## config.mk

```make
export PLATFORM = sky130hd
export DESIGN_NAME = uart_rx_mem
export DESIGN_NICKNAME = d
export VERILOG_FILES = /design/src/rtl/uart_rx_mem_pkg.sv /design/src/rtl/uart_rx_mem_fifo.sv /design/src/rtl/uart_rx_mem.sv
export SDC_FILE = /design/constraint.sdc
export NUM_CORES = 1
export LEC_CHECK = 0
export CORE_ASPECT_RATIO = 1.25
export CORE_MARGIN = 3
export CORE_UTILIZATION = 41
export DETAILED_ROUTE_END_ITERATION = 10
export REMOVE_ABC_BUFFERS = 1
export SKIP_CTS_REPAIR_TIMING = 1
export SLEW_MARGIN = 20
export SYNTH_ARGS = -nofsm -noshare
export SYNTH_HDL_FRONTEND = slang
export SYNTH_HIERARCHICAL = 1
export SYNTH_SLANG_ARGS = --single-unit
```

## constraint.sdc

```tcl
create_clock -name clk -period 2.84 [get_ports clk]
set_clock_uncertainty 0.1 [all_clocks]
set_input_delay 0.284 -clock clk [delete_from_list [all_inputs] [get_ports clk]]
set_output_delay 0.284 -clock clk [all_outputs]
set_load 0.01 [all_outputs]
```

## src/rtl/uart_rx_mem_pkg.sv

```systemverilog
// Shared definitions for the memory-mapped UART receiver: register map,
// register bit positions and receive FSM states.
package uart_rx_mem_pkg;

  // Register word offsets (addr = dmem_addr[7:2])
  localparam logic [5:0] REG_DATA   = 6'd0;
  localparam logic [5:0] REG_STATUS = 6'd1;
  localparam logic [5:0] REG_CTRL   = 6'd2;

  // DATA bits
  localparam int DATA_VALID = 8;

  // STATUS bits (count field starts at STAT_CNT)
  localparam int STAT_NE    = 0;
  localparam int STAT_FULL  = 1;
  localparam int STAT_OVR   = 2;
  localparam int STAT_FERR  = 3;
  localparam int STAT_CNT   = 8;

  // CTRL bits
  localparam int CTRL_EN    = 0;
  localparam int CTRL_IE    = 1;
  localparam int CTRL_FLUSH = 2;

  typedef enum logic [1:0] {
    ST_IDLE  = 2'd0,
    ST_START = 2'd1,
    ST_DATA  = 2'd2,
    ST_STOP  = 2'd3
  } rx_state_e;

endpackage

```

## src/rtl/uart_rx_mem_fifo.sv

```systemverilog
// Synchronous FIFO: registered storage, first word visible combinationally.
// Flush has priority over push and pop; a push into a full FIFO only lands
// when a pop frees a slot in the same cycle.
module sync_fifo #(
  parameter int W  = 8,
  parameter int AW = 4
) (
  input  logic          clk,
  input  logic          rst,
  input  logic          i_push,
  input  logic [W-1:0]  i_din,
  input  logic          i_pop,
  input  logic          i_flush,
  output logic [W-1:0]  o_dout,
  output logic          o_full,
  output logic          o_empty,
  output logic [AW:0]   o_count
);

  localparam int DEPTH = 1 << AW;

  logic [W-1:0]  r_mem [DEPTH];
  logic [AW-1:0] r_wptr, r_rptr;
  logic [AW:0]   r_count;
  logic          w_pop, w_push;

  assign o_empty = (r_count == '0);
  assign o_full  = (r_count == (AW+1)'(DEPTH));
  assign o_count = r_count;
  assign o_dout  = r_mem[r_rptr];

  assign w_pop  = i_pop & ~o_empty;
  assign w_push = i_push & (~o_full | w_pop);

  // Pointer and occupancy tracking
  always_ff @(posedge clk) begin
    if (rst || i_flush) begin
      r_wptr  <= '0;
      r_rptr  <= '0;
      r_count <= '0;
    end else begin
      if (w_push) r_wptr <= r_wptr + 1'b1;
      if (w_pop)  r_rptr <= r_rptr + 1'b1;
      case ({w_push, w_pop})
        2'b10:   r_count <= r_count + 1'b1;
        2'b01:   r_count <= r_count - 1'b1;
        default: r_count <= r_count;
      endcase
    end
  end

  // Storage write; contents need no reset since the pointers define validity
  always_ff @(posedge clk) begin
    if (!rst && !i_flush && w_push) r_mem[r_wptr] <= i_din;
  end

endmodule

```

## src/rtl/uart_rx_mem.sv

```systemverilog
// Memory-mapped 8N1 UART receiver: rx synchroniser, oversampling deframer,
// receive FIFO and DATA/STATUS/CTRL registers on the dmem bus.
module uart_rx_mem
  import uart_rx_mem_pkg::*;
#(
  parameter int CLKS_PER_BIT = 625,
  parameter int FIFO_AW      = 4
) (
  input  logic        clk,
  input  logic        rst,
  input  logic        rx,
  input  logic [3:0]  writeb,
  input  logic        read,
  input  logic [5:0]  addr,
  input  logic [31:0] wdata,
  output logic [31:0] rdata,
  output logic        irq
);

  localparam int CW = $clog2(CLKS_PER_BIT);
  localparam logic [CW-1:0] HALF_M1 = CW'(CLKS_PER_BIT/2 - 1);
  localparam logic [CW-1:0] FULL_M1 = CW'(CLKS_PER_BIT - 1);

  logic            r_rx_s1, r_rx_s2;
  rx_state_e       r_state, w_state_n;
  logic [CW-1:0]   r_cnt, w_cnt_n;
  logic [2:0]      r_idx, w_idx_n;
  logic [7:0]      r_shift, w_shift_n;
  logic            w_push, w_ferr_set;

  logic            r_en, r_ie, r_ovr, r_ferr;
  logic [31:0]     r_rdata;

  logic [7:0]      w_dout;
  logic            w_full, w_empty;
  logic [FIFO_AW:0] w_count;
  logic            w_wr0, w_pop, w_flush, w_ovr_set, w_ovr_clr, w_ferr_clr;
  logic [31:0]     w_status;

  // Two-flop synchroniser on the asynchronous rx pin; idles high
  always_ff @(posedge clk) begin
    if (rst) begin
      r_rx_s1 <= 1'b1;
      r_rx_s2 <= 1'b1;
    end else begin
      r_rx_s1 <= rx;
      r_rx_s2 <= r_rx_s1;
    end
  end

  // Receive FSM state and datapath registers
  always_ff @(posedge clk) begin
    if (rst) begin
      r_state <= ST_IDLE;
      r_cnt   <= '0;
      r_idx   <= '0;
      r_shift <= '0;
    end else begin
      r_state <= w_state_n;
      r_cnt   <= w_cnt_n;
      r_idx   <= w_idx_n;
      r_shift <= w_shift_n;
    end
  end

  // Receive FSM next state: mid-bit sampling, LSB first; disabling aborts the frame
  always_comb begin
    w_state_n  = r_state;
    w_cnt_n    = r_cnt + 1'b1;
    w_idx_n    = r_idx;
    w_shift_n  = r_shift;
    w_push     = 1'b0;
    w_ferr_set = 1'b0;
    if (!r_en) begin
      w_state_n = ST_IDLE;
      w_cnt_n   = '0;
    end else begin
      case (r_state)
        ST_IDLE: begin
          w_cnt_n = '0;
          if (!r_rx_s2) w_state_n = ST_START;
        end
        ST_START: if (r_cnt == HALF_M1) begin
          w_cnt_n   = '0;
          w_idx_n   = '0;
          w_state_n = r_rx_s2 ? ST_IDLE : ST_DATA;
        end
        ST_DATA: if (r_cnt == FULL_M1) begin
          w_cnt_n          = '0;
          w_shift_n[r_idx] = r_rx_s2;
          w_idx_n          = r_idx + 1'b1;
          if (r_idx == 3'd7) w_state_n = ST_STOP;
        end
        ST_STOP: if (r_cnt == FULL_M1) begin
          w_cnt_n    = '0;
          w_state_n  = ST_IDLE;
          w_push     = r_rx_s2;
          w_ferr_set = ~r_rx_s2;
        end
        default: w_state_n = ST_IDLE;
      endcase
    end
  end

  sync_fifo #(.W(8), .AW(FIFO_AW)) u_fifo (
    .clk     (clk),
    .rst     (rst),
    .i_push  (w_push),
    .i_din   (w_shift_n),
    .i_pop   (w_pop),
    .i_flush (w_flush),
    .o_dout  (w_dout),
    .o_full  (w_full),
    .o_empty (w_empty),
    .o_count (w_count)
  );

  // Bus decode; a byte is lost to overrun only if nothing frees a slot and no flush
  assign w_wr0      = writeb[0];
  assign w_pop      = read & (addr == REG_DATA);
  assign w_flush    = w_wr0 & (addr == REG_CTRL) & wdata[CTRL_FLUSH];
  assign w_ovr_set  = w_push & w_full & ~(w_pop & ~w_empty) & ~w_flush;
  assign w_ovr_clr  = w_wr0 & (addr == REG_STATUS) & wdata[STAT_OVR];
  assign w_ferr_clr = w_wr0 & (addr == REG_STATUS) & wdata[STAT_FERR];

  // STATUS read word
  always_comb begin
    w_status = '0;
    w_status[STAT_NE]   = ~w_empty;
    w_status[STAT_FULL] = w_full;
    w_status[STAT_OVR]  = r_ovr;
    w_status[STAT_FERR] = r_ferr;
    w_status[STAT_CNT +: FIFO_AW+1] = w_count;
  end

  // CTRL and sticky flags; a set in the same cycle as W1C wins
  always_ff @(posedge clk) begin
    if (rst) begin
      r_en   <= 1'b0;
      r_ie   <= 1'b0;
      r_ovr  <= 1'b0;
      r_ferr <= 1'b0;
    end else begin
      if (w_wr0 && addr == REG_CTRL) begin
        r_en <= wdata[CTRL_EN];
        r_ie <= wdata[CTRL_IE];
      end
      r_ovr  <= w_ovr_set  | (r_ovr  & ~w_ovr_clr);
      r_ferr <= w_ferr_set | (r_ferr & ~w_ferr_clr);
    end
  end

  // Registered read data, held between reads
  always_ff @(posedge clk) begin
    if (rst) begin
      r_rdata <= '0;
    end else if (read) begin
      case (addr)
        REG_DATA:   r_rdata <= w_empty ? 32'd0 : {23'd0, 1'b1, w_dout};
        REG_STATUS: r_rdata <= w_status;
        REG_CTRL:   r_rdata <= {30'd0, r_ie, r_en};
        default:    r_rdata <= '0;
      endcase
    end
  end

  assign rdata = r_rdata;
  assign irq   = r_ie & ~w_empty;

endmodule
```

==> results by group <==
Die
  – Die Area: 0.0218 mm²
  – Core area: 0.0195 mm²
  – Ports: 79
  – Starting Density: 0.420
  – Row cnt: 57
  – Die Span Y: 164 µm
  – Die Wd: 133 µm

Route
  – DR iter-0 viols: 265
  – DRC viols: 0
  – First-pass DRT Iterations: 4
  – Overall routed net length: 16.6 mm
  – Mean routed wirelength per cell: 17.6 µm
  – Routed vias/inst: 5.20
  – Post-route ant nets: 0
  – DR vias: 4911

Min path
  – Worst hold-check path type: reg2reg

Global route
  – GRT Overall Usage: 0.157
  – Vias in the first global route: 5049
  – Initial antenna violation count: 0
  – GRT overflow: 0
  – Largest net degree at the start of global routing: 33
  – First-pass GRT wire length: 26.4 mm

Timing
  – Max-slew violations: 0
  – Setup TNS: 0 ns
  – Min cycle time layout: 2.71 ns
  – Fin worst setup slack: 0.129 ns
  – Worst-Margin Slew: 0.652 ns
  – Maximum clock rate: 369 MHz
  – Final hold vios: 0
  – Final setup viols: 0
  – Crit share post-route: 0.955
  – Max-slew headroom: 0.564

CTS
  – CTS Buf Count: 17
  – CTS sink cnt: 187
  – Max H-tree Level: 4
  – CTS Root Cell: clkbuf_16
  – TritonCTS clock tree: built
  – Clk buf depth: 2
  – Worst-path clk slew: 0.07 ns
  – Clk_lat worst skew: 0.43 ns

Logic synthesis
  – Netlist Area Pre-Place: 0.00821 mm²
  – Seq/Total Area, Yosys: 0.612
  – Number of synthesized flops with an enable pin: 128
  – Synth Flop Type: edfxtp_1
  – Asr flop ratio synth: 0
  – Synth Area per Inst: 13.9 µm²
  – Yosys reg bits: 187
  – Library cells used by synthesis: 72
  – Post-synthesis cell count: 592
  – Yosys warns: 6

Placement
  – Final GP Congestion: 0.885
  – Pre-CTS setup slack: -0.400 ns
  – Post-DP HPWL: 12.1 mm
  – Port Buffer Count: 28

Job
  – Max cap viols: 0

Critical path
  – Critical Path AT: 2.33 ns
  – Crit. End Element: primary output
  – Crit Path Max Fanout: 9
  – Critical Path Source Type: flop
  – Worst EP required: 2.46 ns
  – Worst Setup Path Type: reg2out

Power and ir drop
  – Combinational group share of total power: 0.017
  – P_leak: 3.70 nW
  – Int Pwr: 4.27 mW
  – Switching share of power: 0.219
  – Power Density: 563 mW/mm²
  – Reg power frac: 0.525
  – Clock power share: 0.459
  – Sw power: 1.20 mW
  – Worst VDD drop: 0.374 mV

Cells and area
  – Area occupied by multi-input gates: 0.00299 mm²
  – Fill cell count: 1682
  – Layout area overhead: 18.5%
  – Number of diodes: 0
  – Layout Utilization: 0.498
  – FF+latch area: 0.00503 mm²
  – Layout cells sized above 1: 0.226
  – Total Nets Final: 726

Outcome
  – Outcome: complete, no violations
==> placed cells by master, fill, tap and decap left out, types with 6 or more instances in the layout <==
master | synthesis | routed
buf_4 | 19 | 49
xnor2_1 | 9 | 9
mux4_2 | 32 | 32
nor2_1 | 60 | 59
ha_1 | 12 | 11
nand2_1 | 38 | 38
nor3_1 | 8 | 7
conb_1 | 1 | 19
a21oi_1 | 11 | 11
nand2b_1 | 9 | 9
nand3_1 | 20 | 20
nor2b_1 | 17 | 16
clkdlybuf4s50_1 | 0 | 28
clkbuf_16 | 0 | 17
inv_1 | 15 | 15
dfxtp_1 | 59 | 57
a22oi_1 | 16 | 16
edfxtp_1 | 128 | 128
mux2i_1 | 15 | 15
xor2_1 | 6 | 6
mux2_2 | 7 | 7
==> worst max-delay path: stages, from the launching register on <==
cell             delay [ns]
dfxtp_1                0.40
or4_4                  0.58
buf_4                  0.20
nor2_4                 0.15
nor2b_1                0.08
clkdlybuf4s50_1        0.48
==> kinds of logic after synthesis <==
group	after synthesis	share of synthesized area
multiplexers	56	0.118
other	1	0.000457
buffers and inverters	57	0.0366
flip-flops	187	0.612
XOR/XNOR	15	0.0160
adder cells (fa/ha/maj)	13	0.0207
AND/OR/NAND/NOR	193	0.132
AO/OA/AOI/OAI	70	0.0634
==> flip-flops by register name (all words and copies together), names as in the netlist, named ones only <==
signal,cells
r_cnt,10
r_en,1
r_ferr,1
r_idx,3
r_ie,1
r_ovr,1
r_rx_s1,1
r_rx_s2,1
r_shift,8
r_state,1
rdata,13
u_fifo/o_count,5
u_fifo/r_mem,128
u_fifo/r_rptr,4
u_fifo/r_wptr,4
==> power groups by stage <==
stage,Sequential [mW],Combinational [mW],Clock [mW]
6_report,2.87,0.0907,2.51
3_5_place_dp,2.93,0.0896,0
5_1_grt,2.87,0.0978,2.68
3_3_place_gp,2.93,0.0887,0
4_1_cts,2.87,0.0899,2.57
2_1_floorplan,2.93,0.0342,0
==> synth_stat cells, drive strengths merged (3+ instances only) <==
| cell type | number | share of area |
|---|---|---|
| edfxtp | 128 | 0.47 |
| nor2 | 60 | 0.027 |
| dfxtp | 59 | 0.14 |
| nand2 | 39 | 0.018 |
| mux4 | 32 | 0.088 |
| buf | 28 | 0.023 |
| nand3 | 20 | 0.012 |
| nor2b | 17 | 0.013 |
| a22oi | 16 | 0.015 |
| inv | 16 | 0.0073 |
| mux2i | 15 | 0.018 |
| clkbuf | 13 | 0.0059 |
| a21oi | 12 | 0.0078 |
| ha | 12 | 0.018 |
| nand2b | 10 | 0.0079 |
| mux2 | 9 | 0.012 |
| nor3 | 9 | 0.0069 |
| o21ai | 9 | 0.0073 |
| xnor2 | 9 | 0.0096 |
| nor4 | 8 | 0.014 |
| xor2 | 6 | 0.0064 |
| o211ai | 5 | 0.0052 |
| a21o | 4 | 0.0037 |
| a311oi | 4 | 0.0043 |
| and2 | 4 | 0.0030 |
| or2 | 4 | 0.0030 |
| or4 | 4 | 0.0046 |
| and3 | 3 | 0.0023 |
| and4 | 3 | 0.0035 |
==> metrics by stage <==
step / total power [mW] / cells / cell area, µm² / hold slack (ns)
after floorplan: 2.97 / 569 / 8030 / 0.253
after detailed placement: 3.02 / 913 / 9040 / 0.305
after global placement: 3.02 / 913 / 9040 / 0.299
after global routing: 5.65 / 945 / 9720 / 0.344
after CTS: 5.53 / 945 / 9680 / 0.322
final: 5.47 / 945 / 9720 / 0.318
==> final timing paths <==
check	to	cells past startpoint	start	slack [ns]
max	irq	5	u_fifo/o_count[0]	0.13
min	r_rx_s2	1	r_rx_s1	0.32
min reg2reg	r_rx_s2	1	r_rx_s1	0.32
max reg2reg	u_fifo/o_count[4]	12	r_cnt[7]	0.14
==> per-layer routing <==
layer,GRT usage,vias up,wire [µm]
met5,0,-,0
li1,-,2346,-
met3,0.0300,26,420
met1,0.187,2459,6970
met4,0.0652,0,352
met2,0.280,80,8860
==> final cells by class <==
cell class / instances / area share
Timing Repair Buffer: 79 / 0.0699
Tap cell: 265 / 0.0341
Multi-Input combinational cell: 366 / 0.307
Inverter: 16 / 0.00618
Clock inverter: 15 / 0.0220
Clock buffer: 17 / 0.0438
Sequential cell: 187 / 0.517
Power figures use the tool's default switching activity.
